$ cat config.mk
export PLATFORM = sky130hd
export DESIGN_NAME = pool_window_buffer
export DESIGN_NICKNAME = d
export VERILOG_FILES = /design/src/rtl/pool_window_buffer.sv
export SDC_FILE = /design/constraint.sdc
export NUM_CORES = 2
export LEC_CHECK = 0
export BUFFER_PORTS_ARGS = -buffer_cell sky130_fd_sc_hd__clkbuf_2
export CAP_MARGIN = 20
export CORE_ASPECT_RATIO = 2
export CORE_MARGIN = 3
export CORE_UTILIZATION = 55
export CTS_CLUSTER_SIZE = 16
export DETAILED_ROUTE_END_ITERATION = 6
export GPL_ROUTABILITY_DRIVEN = 0
export HOLD_SLACK_MARGIN = 0.12
export PLACE_DENSITY = 0.77
export SETUP_SLACK_MARGIN = 0.2
export SYNTH_ARGS = -nofsm -noshare
export SYNTH_HDL_FRONTEND = slang
export SYNTH_SLANG_ARGS = --single-unit
$ cat constraint.sdc
create_clock -name clk -period 4.81 [get_ports clk]
set_input_delay 0.962 -clock clk [delete_from_list [all_inputs] [get_ports clk]]
set_output_delay 0.962 -clock clk [all_outputs]
set_load 0.02 [all_outputs]
$ cat src/rtl/pool_window_buffer.sv
// Streaming 4x4 window assembler for the max-pooling stage: buffers four image rows
// and presents each completed non-overlapping window in parallel for one cycle.
//
// state  | meaning
// IDLE   | awaiting in_sof; pixels without in_sof are dropped
// ACTIVE | collecting pixels of a frame in raster order
module pool_window_buffer #(
  parameter int DATA_W = 22,
  parameter int IMG_W  = 16,
  parameter int IMG_H  = 16,
  localparam int WC_W  = (IMG_W / 4 > 1) ? $clog2(IMG_W / 4) : 1,
  localparam int WR_W  = (IMG_H / 4 > 1) ? $clog2(IMG_H / 4) : 1
) (
  input  logic                 clk,
  input  logic                 rst_n,
  input  logic                 in_valid,
  input  logic                 in_sof,
  input  logic [DATA_W-1:0]    in_data,
  output logic                 win_valid,
  output logic [16*DATA_W-1:0] win_data,
  output logic [WR_W-1:0]      win_row,
  output logic [WC_W-1:0]      win_col,
  output logic                 frame_done,
  output logic                 sof_err
);

  localparam int COL_W = $clog2(IMG_W);
  localparam int ROW_W = $clog2(IMG_H);
  localparam int AW    = $clog2(4 * IMG_W);

  typedef enum logic {IDLE, ACTIVE} state_t;

  state_t state_q, state_d;
  logic [COL_W-1:0] col_q, col_d;
  logic [ROW_W-1:0] row_q, row_d;
  logic             wr_en;
  logic [AW-1:0]    wr_addr;
  logic [AW-1:0]    pix_addr;
  logic [AW-1:0]    col_base;
  logic             win_fire;
  logic             last_win;
  logic             sof_err_d;
  logic [16*DATA_W-1:0] win_next;

  // Not reset: every slot is rewritten within a frame before it is read.
  logic [DATA_W-1:0] line_buf [4*IMG_W];

  assign pix_addr = AW'(row_q[1:0]) * AW'(IMG_W) + AW'(col_q);
  assign col_base = AW'(col_q & ~COL_W'(3));

  always_comb begin
    state_d   = state_q;
    col_d     = col_q;
    row_d     = row_q;
    wr_en     = 1'b0;
    wr_addr   = pix_addr;
    win_fire  = 1'b0;
    last_win  = 1'b0;
    sof_err_d = 1'b0;
    if (in_valid) begin
      if (in_sof) begin
        // A new sof always restarts at (0,0), abandoning any partial frame.
        wr_en     = 1'b1;
        wr_addr   = '0;
        col_d     = COL_W'(1);
        row_d     = '0;
        state_d   = ACTIVE;
        sof_err_d = (state_q == ACTIVE);
      end else if (state_q == ACTIVE) begin
        wr_en    = 1'b1;
        win_fire = (row_q[1:0] == 2'd3) && (col_q[1:0] == 2'd3);
        if (col_q == COL_W'(IMG_W - 1)) begin
          col_d = '0;
          if (row_q == ROW_W'(IMG_H - 1)) begin
            row_d    = '0;
            state_d  = IDLE;
            last_win = 1'b1;
          end else begin
            row_d = row_q + ROW_W'(1);
          end
        end else begin
          col_d = col_q + COL_W'(1);
        end
      end
    end
  end

  // The completing pixel bypasses the buffer since its slot is written this same edge.
  always_comb begin
    win_next = '0;
    for (int r = 0; r < 4; r++) begin
      for (int c = 0; c < 4; c++) begin
        if (r == 3 && c == 3)
          win_next[(4*r+c)*DATA_W +: DATA_W] = in_data;
        else
          win_next[(4*r+c)*DATA_W +: DATA_W] = line_buf[AW'(r * IMG_W) + col_base + AW'(c)];
      end
    end
  end

  always_ff @(posedge clk or negedge rst_n) begin
    if (!rst_n) state_q <= IDLE;
    else        state_q <= state_d;
  end

  always_ff @(posedge clk or negedge rst_n) begin
    if (!rst_n) begin
      col_q      <= '0;
      row_q      <= '0;
      win_valid  <= 1'b0;
      frame_done <= 1'b0;
      sof_err    <= 1'b0;
      win_data   <= '0;
      win_row    <= '0;
      win_col    <= '0;
    end else begin
      col_q      <= col_d;
      row_q      <= row_d;
      win_valid  <= win_fire;
      frame_done <= last_win;
      sof_err    <= sof_err_d;
      if (win_fire) begin
        win_data <= win_next;
        win_row  <= WR_W'(row_q >> 2);
        win_col  <= WC_W'(col_q >> 2);
      end
    end
  end

  always_ff @(posedge clk) begin
    if (wr_en) line_buf[wr_addr] <= in_data;
  end

endmodule

* Word-level counts from Yosys, hierarchy flattened
Memory sizes are Yosys's and may differ from the RTL's. A register that Yosys moved wholly into a read port is not among the register bits.
Cells that the tools add are included.
** Cells by class
- $add $sub $neg :: 17
- Equal/unequal tests :: 4
- Multiplexer cells :: 28
- Reductions and logical operators :: 20
** Operator list (number)
- 6-bit by 2-bit adder with 6-bit output (second input constant) :: 5
- 4-bit 2-to-1 mux :: 7
- 1-bit 2-to-1 mux :: 19
- 6-bit by 1-bit adder with 6-bit output (second input constant) :: 3
- 1-bit zero test :: 15
- 6-bit 2-to-1 mux :: 2
- 4-bit by 2-bit adder with 5-bit output (second input constant) :: 2
- 4-bit by 1-bit adder with 4-bit output (second input constant) :: 2
- 4-bit == test (second input constant) :: 2
- 5-bit by 4-bit adder with 6-bit output (first input constant) :: 1
- 5-bit by 5-bit adder with 6-bit output (first input constant) :: 1
- 6-bit by 4-bit adder with 6-bit output :: 1
- 6-bit by 4-bit adder with 6-bit output (first input constant) :: 1
- 4-bit by 1-bit adder with 5-bit output (second input constant) :: 1
- 2-bit == test (second input constant) :: 2
- 2-bit nonzero test :: 2
- 3-bit AND reduction :: 1
- 2-bit AND reduction :: 1
- 1-bit logical AND :: 1
** Storage, ports and cells
- Flip-flop bits (word level) :: 368
- Memory bits (writable) :: 1408
- Memories :: 1
** Memory list
- line_buf :: words 64, width 22, rd ports 15, clocked after Yosys merged registers in 15, write ports 1, RTL line 46 : logic [DATA_W-1:0] line_buf [4*IMG_W];

* Depth between registers and ports, before layout
- Word-level depth :: 6
- Gate-level depth with buffers :: 7
- Gate-level depth less buffers :: 4

* Worst setup path before layout
Ideal clock, no wire load.
- Path kind :: in2reg
- Start :: input port in_valid
- End :: memory line_buf[17][0], enable pin
- Library setup time :: 458 ps
- Data arrival time :: 3868 ps
- Path slack :: 484 ps
- Stages on the path :: 5
- Cells stage by stage :: buf_2 > and2_1 > buf_2 > nand4_1 > nor4_1
** Between the ends
- Word-level cells in the longest chain between the ends :: 3
** RTL lines
- from (decl) :: RTL line 16 : input logic in_valid,
- 1-bit 2-to-1 mux :: RTL line 60 : if (in_valid) begin
- 1-bit 2-to-1 mux :: RTL line 131 : if (wr_en) line_buf[wr_addr] <= in_data;
- 1-bit 2-to-1 mux (implied by the code) :: RTL line 131
- to (decl) :: RTL line 46
Several ways; a longest one is shown, not always the timed one.

* Worst setup path in the final report
- Start :: register col_q[3]
- End :: memory line_buf[46][16], enable pin
** Between the ends
- Word-level cells in the longest chain between the ends :: 3
** RTL lines
- from (decl) :: RTL line 34 : logic [COL_W-1:0] col_q, col_d;
- from (signal assigned) :: RTL line 117 : col_q <= col_d;
- 6-bit by 4-bit adder with 6-bit output * :: RTL line 48 : assign pix_addr = AW'(row_q[1:0]) * AW'(IMG_W) + AW'(col_q);
- 6-bit 2-to-1 mux :: RTL line 61 : if (in_sof) begin
- 6-bit 2-to-1 mux * :: RTL line 60
Mark *: on every way between the ends. The rest lies on a longest branch, timed or not.

==> out/metrics.yaml <==
hp-class: "primary input to async pin"
initial_utilization_pct: 55.5
worstPathArrival_ns: 3.41
wl_per_cell_um: 29.8
critPathMaxFanout: 51
cts_tree: "yes"
viasPerCell: 6.06
power_density_mw_per_mm2: 406
cts_resized: 0
setup_tns_ns: 0
avgSynthCellArea_um2: 23.3
grt_pass1_vias: 30679
cts_hold_buffers: 0
antenna_found_initial: 4
die_area_mm2: 0.117
initialDrtViolationCount: 2695
worst_setup_path_end_kind: "flip-flop"
hpwl_um: 81900
cts_setup_buffers: 0
stdcell_count: 4734
hold_viol: 0
syn_nets: 2671
ios: 385
drc: 0
drive_gt1_share_pct: 43.3
worstSetupPathType: "flip-flop to flip-flop"
grtUsageTotal_pct: 24.9
clock-skew-final_ns: 0.0275
crit_slowest_cell: "dfrtp_4"
ys_seq_elements: 1688
die_x_um: 243
p_total_mw: 28.6
clk_pin_slew_ns: 0.07
dp_cells: 4476
min_period_over_period_pct: 63.0
first_pass_iters: 7
grt_max_degree: 158
maxSlewHeadroom_pct: 20.6
yosysSeqAreaShare_pct: 79.2
tightest_slew_ns: 1.19
grt_overflow_total: 0
netlist_area_mm2: 0.0617
cts_root_buf: "clkbuf_16"
areaGrowthSynthToFinish_pct: 14.2
setup_viol: 0
cts_max_path_buffers: 3
ant_nets: 0
critPathRequiredTime_ns: 5.19
worst_ir_drop_vdd_v: 0.000378
fin_nets: 3159
routed_wl_um: 141000
path_cells: "nand4b_1 -> nor2_4"
syn_inst: 2643
fmax_mhz: 330
critPathMaxStageDelay_ns: 0.92
vias: 28705
rsz0062_at_grt: "false"
setup_ws_ns: 1.78
die_y_um: 480
core_area_mm2: 0.111
cts_max_level: 4
ys_types: 42
ys_warn_count: 0
slew_viol_final: 0
port_buffers: 384
clkLatencyLatePin_ns: 0.77
cts_sinks: 1688
num_rows: 173
grt_pass1_wl_um: 211000
outcome: "completed"
fin_crit_ns: 3.03
start_kind: "flip-flop"
cts_buffers: 140
leakage_nw: 25.3
drv_cap: 0
preCtsSetupSlack_ns: 1.32
hold_ws_ns: 0.225
[synthesized netlist by cell type]
cell | instances | area [um^2]
mux4_2 | 330 | 7430
nor4b_1 | 2 | 17.5
mux2_1 | 31 | 349
and4b_1 | 1 | 10.0
o21ai_0 | 1 | 5.00
a31o_2 | 1 | 8.76
o211ai_1 | 2 | 15.0
nand4_1 | 9 | 56.3
buf_2 | 46 | 230
a21oi_1 | 2 | 10.0
nand3b_1 | 2 | 15.0
nor2b_1 | 5 | 31.3
o21ai_1 | 2 | 10.0
a32o_1 | 1 | 10.0
nand4b_1 | 2 | 17.5
nand3_1 | 4 | 20.0
a311oi_1 | 2 | 17.5
and3_1 | 1 | 6.26
buf_1 | 5 | 18.8
nand2b_1 | 2 | 12.5
nand2_1 | 11 | 41.3
o31ai_1 | 1 | 7.51
dfrtp_1 | 368 | 9210
a21o_1 | 2 | 15.0
a221o_1 | 1 | 10.0
nor3_1 | 8 | 40.0
inv_1 | 5 | 18.8
nor3_2 | 1 | 10.0
or4_1 | 1 | 7.51
and2_1 | 2 | 12.5
o311ai_0 | 1 | 8.76
ha_1 | 2 | 25.0
mux2_2 | 325 | 3660
a311o_1 | 1 | 10.0
nor2_1 | 54 | 203
buf_4 | 36 | 270
or3_1 | 1 | 6.26
edfxtp_1 | 1320 | 39600
nor4_1 | 10 | 62.6
nand2_2 | 1 | 6.26
clkbuf_1 | 40 | 150
o2bb2ai_1 | 1 | 8.76
[path summary, 6_finish.rpt]
| path | start | end | slack, ns | cells after the start |
|---|---|---|---|---|
| min reg2reg | win_data[344]$_DFFE_PN0P_ | win_data[344]$_DFFE_PN0P_ | 0.49 | 1 |
| max reg2reg | col_q[3]$_DFFE_PN0P_ | line_buf[46][16]$_DFFE_PP_ | 1.78 | 2 |
| max | col_q[3]$_DFFE_PN0P_ | line_buf[46][16]$_DFFE_PP_ | 1.78 | 2 |
| min | rst_n | win_data[55]$_DFFE_PN0P_ | 0.23 | 1 |
| max in group asynchronous | rst_n | win_data[149]$_DFFE_PN0P_ | 3.54 | 2 |
| min in group clk | win_data[344]$_DFFE_PN0P_ | win_data[344]$_DFFE_PN0P_ | 0.49 | 1 |
[area by class of cell]
class	count	area, um^2
Timing Repair Buffer	473	2790
Sequential cell	1688	48900
Clock inverter	60	529
Antenna cell	1	2.50
Clock buffer	197	3990
Fill cell	7354	40800
Inverter	5	18.8
Tap cell	1487	1860
Multi-Input combinational cell	823	12400
[worst max-delay path: cells and delay by family, from the launching register on]
kind | cells | cell delay [ns]
flops | 1 | 0.92
simple gates | 2 | 1.71
[flip-flops by register name, indices dropped and copies added, names as in the netlist]
register    cells
line_buf     1320
win_data      352
col_q           4
row_q           4
win_col         2
win_row         2
frame_done      1
sof_err         1
state_q         1
win_valid       1
[stage by stage]
stage          instance area [um^2]  utilization, %
2_1_floorplan                 61700               -
3_3_place_gp                  65900            59.2
3_5_place_dp                  65900            59.3
4_1_cts                       70500            63.3
5_1_grt                       70500            63.3
6_report                      70500            63.3
[kinds of logic after synthesis]
| group | share of synthesized area (%) |
|---|---|
| AOI/OAI and AO/OA | 0.221 |
| muxes | 18.5 |
| buffers and inverters | 1.12 |
| and+or+nand+nor | 0.933 |
| adders and majority gates | 0.0405 |
| DFF | 79.2 |
[where the power goes]
part           internal [mW]  switching [mW]
Clock                   6.17            5.05
Sequential              15.8          0.0607
Combinational          0.621           0.869
Total                   22.6            5.98
[routing by layer]
layer	GRT usage, %	routed length, um	vias up	part of all wire [%]
met5	0	0	-	0
met4	7.77	4100	0	2.9
met3	6.54	12400	234	8.8
met2	41.8	72600	1341	51
met1	32.2	52000	15349	37
li1	-	-	11781	-
[placed cells by master, fill, tap and decap left out, drive strengths merged, types with 2 or more instances in the layout]
master and instances:
nand3b 2, edfxtp 1320, ha 2, nand3 4, mux2 356, a311oi 2
clkinv 35, nor2b 5, o21ai 3, buf 109, nor4b 2, nor3 9
nand2 12, a21o 2, a21oi 2, inv 13, clkbuf 561, mux4 330
clkinvlp 11, o211ai 2, nand4b 2, nor2 54, dfrtp 368, nor4 10
nand4 9, and2 2, nand2b 2, bufinv 6
(Power assumes the default switching activity.)
